### config.mk
export PLATFORM = sky130hd
export DESIGN_NAME = rgmii_nibble_tx_flat
export DESIGN_NICKNAME = d
export VERILOG_FILES = /design/src/rtl/rgmii_nibble_tx_if.sv /design/src/rtl/rgmii_nibble_tx.sv /design/src/flat_wrapper.sv
export SDC_FILE = /design/constraint.sdc
export NUM_CORES = 1
export LEC_CHECK = 0
export CELL_PAD_IN_SITES_DETAIL_PLACEMENT = 0
export CELL_PAD_IN_SITES_GLOBAL_PLACEMENT = 1
export CORE_MARGIN = 8
export CORE_UTILIZATION = 56
export CTS_CLUSTER_DIAMETER = 120
export DETAILED_ROUTE_END_ITERATION = 8
export GPL_TIMING_DRIVEN = 0
export PLACE_DENSITY = 0.78
export SETUP_SLACK_MARGIN = 0.5
export SKIP_CTS_REPAIR_TIMING = 1
export SLEW_MARGIN = 5
export SYNTH_ARGS = -nofsm -noshare
export SYNTH_HDL_FRONTEND = slang
export SYNTH_SLANG_ARGS = --single-unit
### constraint.sdc
create_clock -name clk -period 5.14 [get_ports clk]
set_input_delay 0.514 -clock clk [delete_from_list [all_inputs] [get_ports clk]]
set_output_delay 0.514 -clock clk [all_outputs]
set_load 0.02 [all_outputs]
### src/rtl/rgmii_nibble_tx_if.sv
// Byte stream into rgmii_nibble_tx: {s_last,s_data} with a valid/ready handshake.
interface rgmii_nibble_tx_if;
    logic [7:0] s_data;
    logic       s_valid;
    logic       s_last;
    logic       s_ready;

    modport master (output s_data, output s_valid, output s_last, input s_ready);
    modport slave (input s_data, input s_valid, input s_last, output s_ready);
endinterface

### src/rtl/rgmii_nibble_tx.sv
// Byte stream -> {last,data} FIFO -> 4-bit tx_en/tx_d serialiser, low nibble first, with IFG.
// Define RGMII_TX_PREAMBLE_EN to prefix every frame with 7x 0x55 + 0xD5.
module rgmii_nibble_tx #(
    parameter int unsigned FIFO_DEPTH  = 64,
    parameter int unsigned IFG_NIBBLES = 24
) (
    input  logic                     clk,
    input  logic                     reset,
    rgmii_nibble_tx_if.slave         src,
    output logic                     tx_en,
    output logic [3:0]               tx_d,
    output logic                     tx_busy,
    output logic                     underrun
);
    localparam int unsigned AW = $clog2(FIFO_DEPTH);
    localparam int unsigned IW = $clog2(IFG_NIBBLES + 1);

    typedef enum logic [2:0] {
        StIdle,
`ifdef RGMII_TX_PREAMBLE_EN
        StPre,
`endif
        StDataLo,
        StDataHi,
        StIfg
    } state_e;

    logic [8:0]    mem [FIFO_DEPTH];
    logic [AW:0]   wr_ptr_q;
    logic [AW:0]   rd_ptr_q;
    logic [AW:0]   rd_next;
    logic [AW:0]   fill;
    logic [AW:0]   frames_q;
    logic          full;
    logic          push;
    logic          push_last;
    logic          pop;
    logic          pop_last;
    logic          last_left;
    logic [8:0]    head;
    logic [8:0]    next_head;
    state_e        state_q;
    logic [IW-1:0] ifg_cnt_q;
`ifdef RGMII_TX_PREAMBLE_EN
    logic [3:0]    pre_cnt_q;
`endif

    always_comb begin
        fill      = wr_ptr_q - rd_ptr_q;
        rd_next   = rd_ptr_q + 1'b1;
        full      = (wr_ptr_q[AW] != rd_ptr_q[AW]) && (wr_ptr_q[AW-1:0] == rd_ptr_q[AW-1:0]);
        push      = src.s_valid && !full;
        push_last = push && src.s_last;
        pop       = (state_q == StDataHi);
        head      = mem[rd_ptr_q[AW-1:0]];
        pop_last  = pop && head[8];
        last_left = (fill == (AW + 1)'(1));
        // Popping the only stored entry: a same-cycle push becomes the next head.
        next_head = last_left ? {src.s_last, src.s_data} : mem[rd_next[AW-1:0]];
    end

    assign src.s_ready = !full;
    assign tx_busy     = (state_q != StIdle);

    always_ff @(posedge clk) begin
        if (push) begin
            mem[wr_ptr_q[AW-1:0]] <= {src.s_last, src.s_data};
        end
    end

    always_ff @(posedge clk) begin
        if (reset) begin
            wr_ptr_q <= '0;
            rd_ptr_q <= '0;
            frames_q <= '0;
        end else begin
            if (push) begin
                wr_ptr_q <= wr_ptr_q + 1'b1;
            end
            if (pop) begin
                rd_ptr_q <= rd_next;
            end
            if (push_last && !pop_last) begin
                frames_q <= frames_q + 1'b1;
            end else if (pop_last && !push_last) begin
                frames_q <= frames_q - 1'b1;
            end
        end
    end

    always_ff @(posedge clk) begin
        if (reset) begin
            state_q   <= StIdle;
            tx_en     <= 1'b0;
            tx_d      <= 4'h0;
            underrun  <= 1'b0;
            ifg_cnt_q <= '0;
`ifdef RGMII_TX_PREAMBLE_EN
            pre_cnt_q <= 4'd0;
`endif
        end else begin
            unique case (state_q)
                StIdle: begin
                    // Starting on full avoids deadlock on frames longer than the FIFO.
                    if (frames_q != '0 || full) begin
                        tx_en <= 1'b1;
`ifdef RGMII_TX_PREAMBLE_EN
                        state_q   <= StPre;
                        pre_cnt_q <= 4'd0;
                        tx_d      <= 4'h5;
`else
                        state_q <= StDataLo;
                        tx_d    <= head[3:0];
`endif
                    end
                end
`ifdef RGMII_TX_PREAMBLE_EN
                StPre: begin
                    if (pre_cnt_q == 4'd15) begin
                        state_q <= StDataLo;
                        tx_d    <= head[3:0];
                    end else begin
                        pre_cnt_q <= pre_cnt_q + 4'd1;
                        tx_d      <= (pre_cnt_q == 4'd14) ? 4'hD : 4'h5;
                    end
                end
`endif
                StDataLo: begin
                    state_q <= StDataHi;
                    tx_d    <= head[7:4];
                end
                StDataHi: begin
                    if (head[8] || (last_left && !push)) begin
                        if (!head[8]) begin
                            underrun <= 1'b1;
                        end
                        state_q   <= StIfg;
                        tx_en     <= 1'b0;
                        tx_d      <= 4'h0;
                        ifg_cnt_q <= '0;
                    end else begin
                        state_q <= StDataLo;
                        tx_d    <= next_head[3:0];
                    end
                end
                StIfg: begin
                    if (ifg_cnt_q == IW'(IFG_NIBBLES - 1)) begin
                        state_q <= StIdle;
                    end else begin
                        ifg_cnt_q <= ifg_cnt_q + 1'b1;
                    end
                end
                default: begin
                    state_q <= StIdle;
                    tx_en   <= 1'b0;
                    tx_d    <= 4'h0;
                end
            endcase
        end
    end
endmodule

### src/flat_wrapper.sv
// flat-port wrapper written by rule: the top's interface ports become plain ports
module rgmii_nibble_tx_flat 
#(
    parameter int unsigned FIFO_DEPTH  = 64,
    parameter int unsigned IFG_NIBBLES = 24
)
  (clk, reset, tx_en, tx_d, tx_busy, underrun, src_s_data, src_s_valid, src_s_last, src_s_ready);
  rgmii_nibble_tx_if src_i ();
  input  logic clk;
  input  logic reset;
  output logic tx_en;
  output logic [3:0] tx_d;
  output logic tx_busy;
  output logic underrun;
  input wire logic [$bits(src_i.s_data)-1:0] src_s_data;
  input wire logic [$bits(src_i.s_valid)-1:0] src_s_valid;
  input wire logic [$bits(src_i.s_last)-1:0] src_s_last;
  output wire logic [$bits(src_i.s_ready)-1:0] src_s_ready;
  assign src_i.s_data = src_s_data;
  assign src_i.s_valid = src_s_valid;
  assign src_i.s_last = src_s_last;
  assign src_s_ready = src_i.s_ready;
  rgmii_nibble_tx #(.FIFO_DEPTH(FIFO_DEPTH), .IFG_NIBBLES(IFG_NIBBLES)) u_core (.clk(clk), .reset(reset), .src(src_i), .tx_en(tx_en), .tx_d(tx_d), .tx_busy(tx_busy), .underrun(underrun));
endmodule
# == Word level (Yosys, flattened, before mapping) ==
# Memory sizes are Yosys's and may differ from the RTL's. A register that Yosys moved wholly into a read port is not among the register bits.
# Index checks and enable logic that the tools add are counted.
# classes
eq_ne,11
mux,20
n_reduce_logical,24
add_sub_neg,6
n_bitwise,3
# op_table
op,n
$add 7x1->7 const B,3
$pmux 4 s4,1
$mux 7,2
$mux 4,3
$mux 6,2
$pmux 3 s4,1
$mux 5,2
$pmux 5 s2,1
$reduce_and 3->1,3
$eq 7x1->1 const B,1
$logic_and 1x1->1,7
$reduce_bool 7->1,1
$sub 7x1->7 const B,1
$sub 7x7->7,1
$eq 3x2->1 const B,2
$eq 6x6->1,1
$mux 3,2
$add 5x1->5 const B,1
$eq 5x5->1 const B,1
$logic_not 1->1,4
$mux 1,4
$ne 2x1->1 const B,2
$ne 2x2->1 const B,2
$reduce_and 2->1,2
10 further kinds,14
# word_totals
wordCells,73
mem_count,1
input_bits,12
register_bits,35
output_inout_bits,8
mem_bits_rw,576
# mem_list
name,words,width,rd,rd_ports_with_merged_regs,write_ports,line_no,text
u_core.mem,64,9,2,1,1,rgmii_nibble_tx.sv:28,logic [8:0] mem [FIFO_DEPTH];

# == Logic depth before layout (Yosys ltp) ==
# depth
word_depth,9
ltp_mapped,17
ltp_nobuf,15

# == Worst setup path after synthesis ==
# No wires, ideal clock.
# synth_path
path_kind,reg2reg
from,register with a tool-made name
to,register u_core.frames_q[6]
t_arrival_ns,3.836
setup_ns,0.121
path_stages_with_launch,18
slack_ns,1.184
period_less_slack_ns,3.956
n_path_buf,2
cell_sequence,dfxtp_1 -> buf_6 -> buf_12 -> mux4_2 -> nand3_1 -> a311oi_1 -> or4_4 -> nand2_1 -> ha_1 -> inv_1 -> ha_1 -> nor2b_1 -> o21ai_0 -> a21oi_1 -> o21a_1 -> or3_1 -> a21oi_1 -> mux2_2
# synth_lines
element,line_no,text
end signal: assignment,rgmii_nibble_tx.sv:84,frames_q <= frames_q + 1'b1;
end signal: assignment,rgmii_nibble_tx.sv:86,frames_q <= frames_q - 1'b1;
end: declaration,rgmii_nibble_tx.sv:33,logic [AW:0] frames_q;

# == Worst setup path in the final report ==
# layout_path
from,register u_core.rd_ptr_q[1]
to,register u_core.tx_d[1]
# layout_lines
element,line_no,text
start: declaration,rgmii_nibble_tx.sv:30,logic [AW:0] rd_ptr_q;
start signal: assignment,rgmii_nibble_tx.sv:81,rd_ptr_q <= rd_next;
$add 7x1->7,rgmii_nibble_tx.sv:50,rd_next = rd_ptr_q + 1'b1;
net u_core.rd_next[1],rgmii_nibble_tx.sv:31,logic [AW:0] rd_next;
$mem_v2 64x9,--,
$mux 4,rgmii_nibble_tx.sv:59,"next_head = last_left ? {src.s_last, src.s_data} : mem[rd_next[AW-1:0]];"
$mux 4,rgmii_nibble_tx.sv:133,if (head[8] || (last_left && !push)) begin
$pmux 4 s4,rgmii_nibble_tx.sv:102,unique case (state_q)
end signal: assignment,rgmii_nibble_tx.sv:113,tx_d <= head[3:0];
end signal: assignment,rgmii_nibble_tx.sv:130,tx_d <= head[7:4];
end signal: assignment,rgmii_nibble_tx.sv:143,tx_d <= next_head[3:0];
end: declaration,rgmii_nibble_tx.sv:11,"output logic [3:0] tx_d,"
# The timed path passes the listed nets, and every way through them passes these cells.
# A chain may end at the register's enable or synchronous reset.

==> results.cfg <==
[die]
start_util_pct = 56.79
die_h_um = 233.5
placementRows = 79
dieArea_mm2 = 0.05453
die_w_um = 233.5
coreArea_mm2 = 0.04665
io_pins = 20

[placement]
place_ws_ns = 0.6218
gp_congestion = 0.8988
hpwl_um = 50410
port_buffers = 18
placed_area_mm2 = 0.02759

[clocking]
cts_max_level = 2
clk_path_buf_depth = 3
clkTransAtPathRegs_ns = 0.07
cts_sinks = 616
ctsRootBufferMaster = clkbuf_16
cts_tree = built
cts_made_buffers = 61
clock_latency_ns = 0.64

[sta]
finalCritPeriodShare_pct = 89.00
max_freq_mhz = 218.6
setup_tns_ns = 0
timing.final.ws_setup_ns = 0.5655
slew_violations = 0
skew_ns = 0.04008
maxSlewHeadroom_pct = 3.393
finalHoldViolCount = 0
grt_setup_unrepaired = yes
period_needed_ns = 4.575
tightest_slew_ns = 1.444
setup_viol = 0
timing.hold.ws_ns = 0.2600

[drt]
dr.pass1.iters = 5
wirelength_um = 74290
final_antenna_net_count = 0
route.vias.total = 14930
drt_iter0_drc = 1893
route.detailed.drc = 0
wl_per_cell_um = 34.63
viasPerCell = 6.960

[outcome]
status = complete, no violations

[global_route]
grt_antenna_before_repair = 1
grt_pass1_vias = 14840
overflow = 0
track_usage_pct = 27.89
grt_max_degree = 66
grt_first_pass_wirelength_um = 106900

[cells_and_area]
final_nets = 1518
layout_common_cells = edfxtp_1 (576), mux4_2 (213), nor2_1 (105)
n_fill_cell = 3231
antennaDiodeCount = 0
area_delta_synth_final_pct = 11.87
layout_commonest_cell = edfxtp_1
fin_area_mm2 = 0.02964
drive_gt1_share_pct = 25.10

[synth]
seq_area_frac_synth_pct = 68.31
syn_nets = 1427
ys.flop_type = edfxtp_1
synth_warnings = 0
syn_area_per_cell_um2 = 18.95
ys_ff_latch = 616
synth-edff-count = 576
yosysUniqueCellTypes = 63
synthCells = 1398
ys_async_sr_fraction_pct = 0
synth_area_mm2 = 0.02649

[critical_path]
endpoint_kind = flop
crit_arrival_ns = 5.04
cp-start-kind = flop
crit_type = reg2reg
critPathRequiredTime_ns = 5.61
worstPathMaxFanout = 10

[flow_run]
maxCapViolations = 0

[min_path]
worstHoldPathType = in2reg

[power_and_ir_drop]
powerDensity_mw_per_mm2 = 434.6
ir_drop_mv = 0.2831
p_leak_nw = 9.184
worst paths after layout:
kind                                                 startpoint                         endpoint  slack, ns  depth (start not counted)
worst max register to register  u_core.rd_ptr_q[1]$_SDFFE_PP0P_      u_core.tx_d[1]$_SDFFE_PP0P_       0.57                         10
worst min register to register     u_core.underrun$_SDFFE_PP0P_     u_core.underrun$_SDFFE_PP0P_       0.47                          1
worst max-delay path            u_core.rd_ptr_q[1]$_SDFFE_PP0P_      u_core.tx_d[1]$_SDFFE_PP0P_       0.57                         10
worst min-delay path                                      reset  u_core.frames_q[6]$_SDFFE_PP0P_       0.26                          3
area by class of cell:
cell class / count / area, um^2 / area share, %
flip-flops and latches: 616 / 18100 / 61.06
multi-input cells: 682 / 7894 / 26.63
clock buffers: 76 / 1655 / 5.585
well taps: 607 / 759.5 / 2.562
plain buffers: 78 / 446.7 / 1.507
clock inverters: 36 / 359.1 / 1.212
repair buffers: 28 / 345.3 / 1.165
inverters: 22 / 82.58 / 0.2786
per-layer routing:
layer	vias to the layer above	routed length, um	GRT usage [%]
met5	-	18	0
met3	149	9502	9.814
met4	2	2633	9.774
li1	6006	-	-
met1	7731	28590	38.37
met2	1042	33550	41.37
sequential cells by signal, summed over array words and instances, names as in the netlist, named ones only:
register          count
u_core.mem          576
u_core.frames_q       7
u_core.rd_ptr_q       7
u_core.wr_ptr_q       7
u_core.ifg_cnt_q      5
u_core.tx_d           4
u_core.state_q        2
u_core.tx_en          1
u_core.underrun       1
critical path, stage by stage (launching register included):
cell	delay, ns
dfxtp_1	0.40
ha_1	0.32
buf_2	0.45
buf_2	0.52
buf_1	0.95
mux4_2	0.42
mux4_2	0.52
mux2i_1	0.40
mux2i_1	0.16
mux2i_1	0.17
o32ai_1	0.09
logic make-up (layout without fill, tap and decap cells):
| family | Yosys count | in the layout | synth area share [%] |
|---|---|---|---|
| AOI/OAI and AO/OA | 136 | 136 | 3.674 |
| xor gates and xnor gates | 24 | 24 | 0.8501 |
| muxes | 255 | 255 | 19.88 |
| adders and majority gates | 17 | 17 | 0.8595 |
| buffers and inverters | 100 | 240 | 1.983 |
| DFF | 616 | 616 | 68.31 |
| and+or+nand+nor | 250 | 250 | 4.444 |
stage by stage:
step	cells	util [%]	power (W)
floorplan	1398	-	0.007440
global placement	2023	58.80	0.008379
detailed placement	2032	59.13	0.008404
CTS	2144	63.44	0.01285
global route	2145	63.53	0.01321
finish	2145	63.53	0.01288
synthesized netlist by cell type (3+ instances only):
library cell,n,area (um^2)
buf_1,12,45.04
clkbuf_1,25,93.84
nor4_1,4,25.02
and3_1,3,18.77
nand3_1,20,100.1
o21ai_1,3,15.01
ha_1,15,187.7
dfxtp_1,40,800.8
a21oi_1,26,130.1
o21a_1,6,45.04
buf_6,8,90.09
nor2_1,111,416.7
nor2b_1,8,50.05
xor2_1,8,70.07
mux4_2,213,4797
a22oi_1,26,195.2
buf_4,12,90.09
and2_1,6,37.54
buf_2,19,95.09
nor3_1,14,70.07
inv_1,20,75.07
a22o_1,13,113.9
xnor2_1,14,122.6
nor3_2,3,30.03
o21ai_0,7,35.03
o32ai_1,3,26.28
nand2_1,40,150.1
a311oi_1,4,35.03
nand4_1,10,62.56
o22ai_1,11,68.82
edfxtp_1,576,17300
a31oi_1,9,56.30
mux4_1,3,78.83
a221oi_1,16,140.1
mux2i_1,38,380.4
or3_1,8,50.05
or4_1,4,30.03
nand3b_1,3,22.52
nand2b_1,8,50.05
a41oi_1,3,26.28
power by group:
| part | total, W | internal (W) | switching, W |
|---|---|---|---|
| clock network | 0.00453 | 0.00262 | 0.00191 |
| registers | 0.00561 | 0.00554 | 0.0000699 |
| logic | 0.00274 | 0.00117 | 0.00156 |
Note: power is estimated with default switching activity, not from simulation.
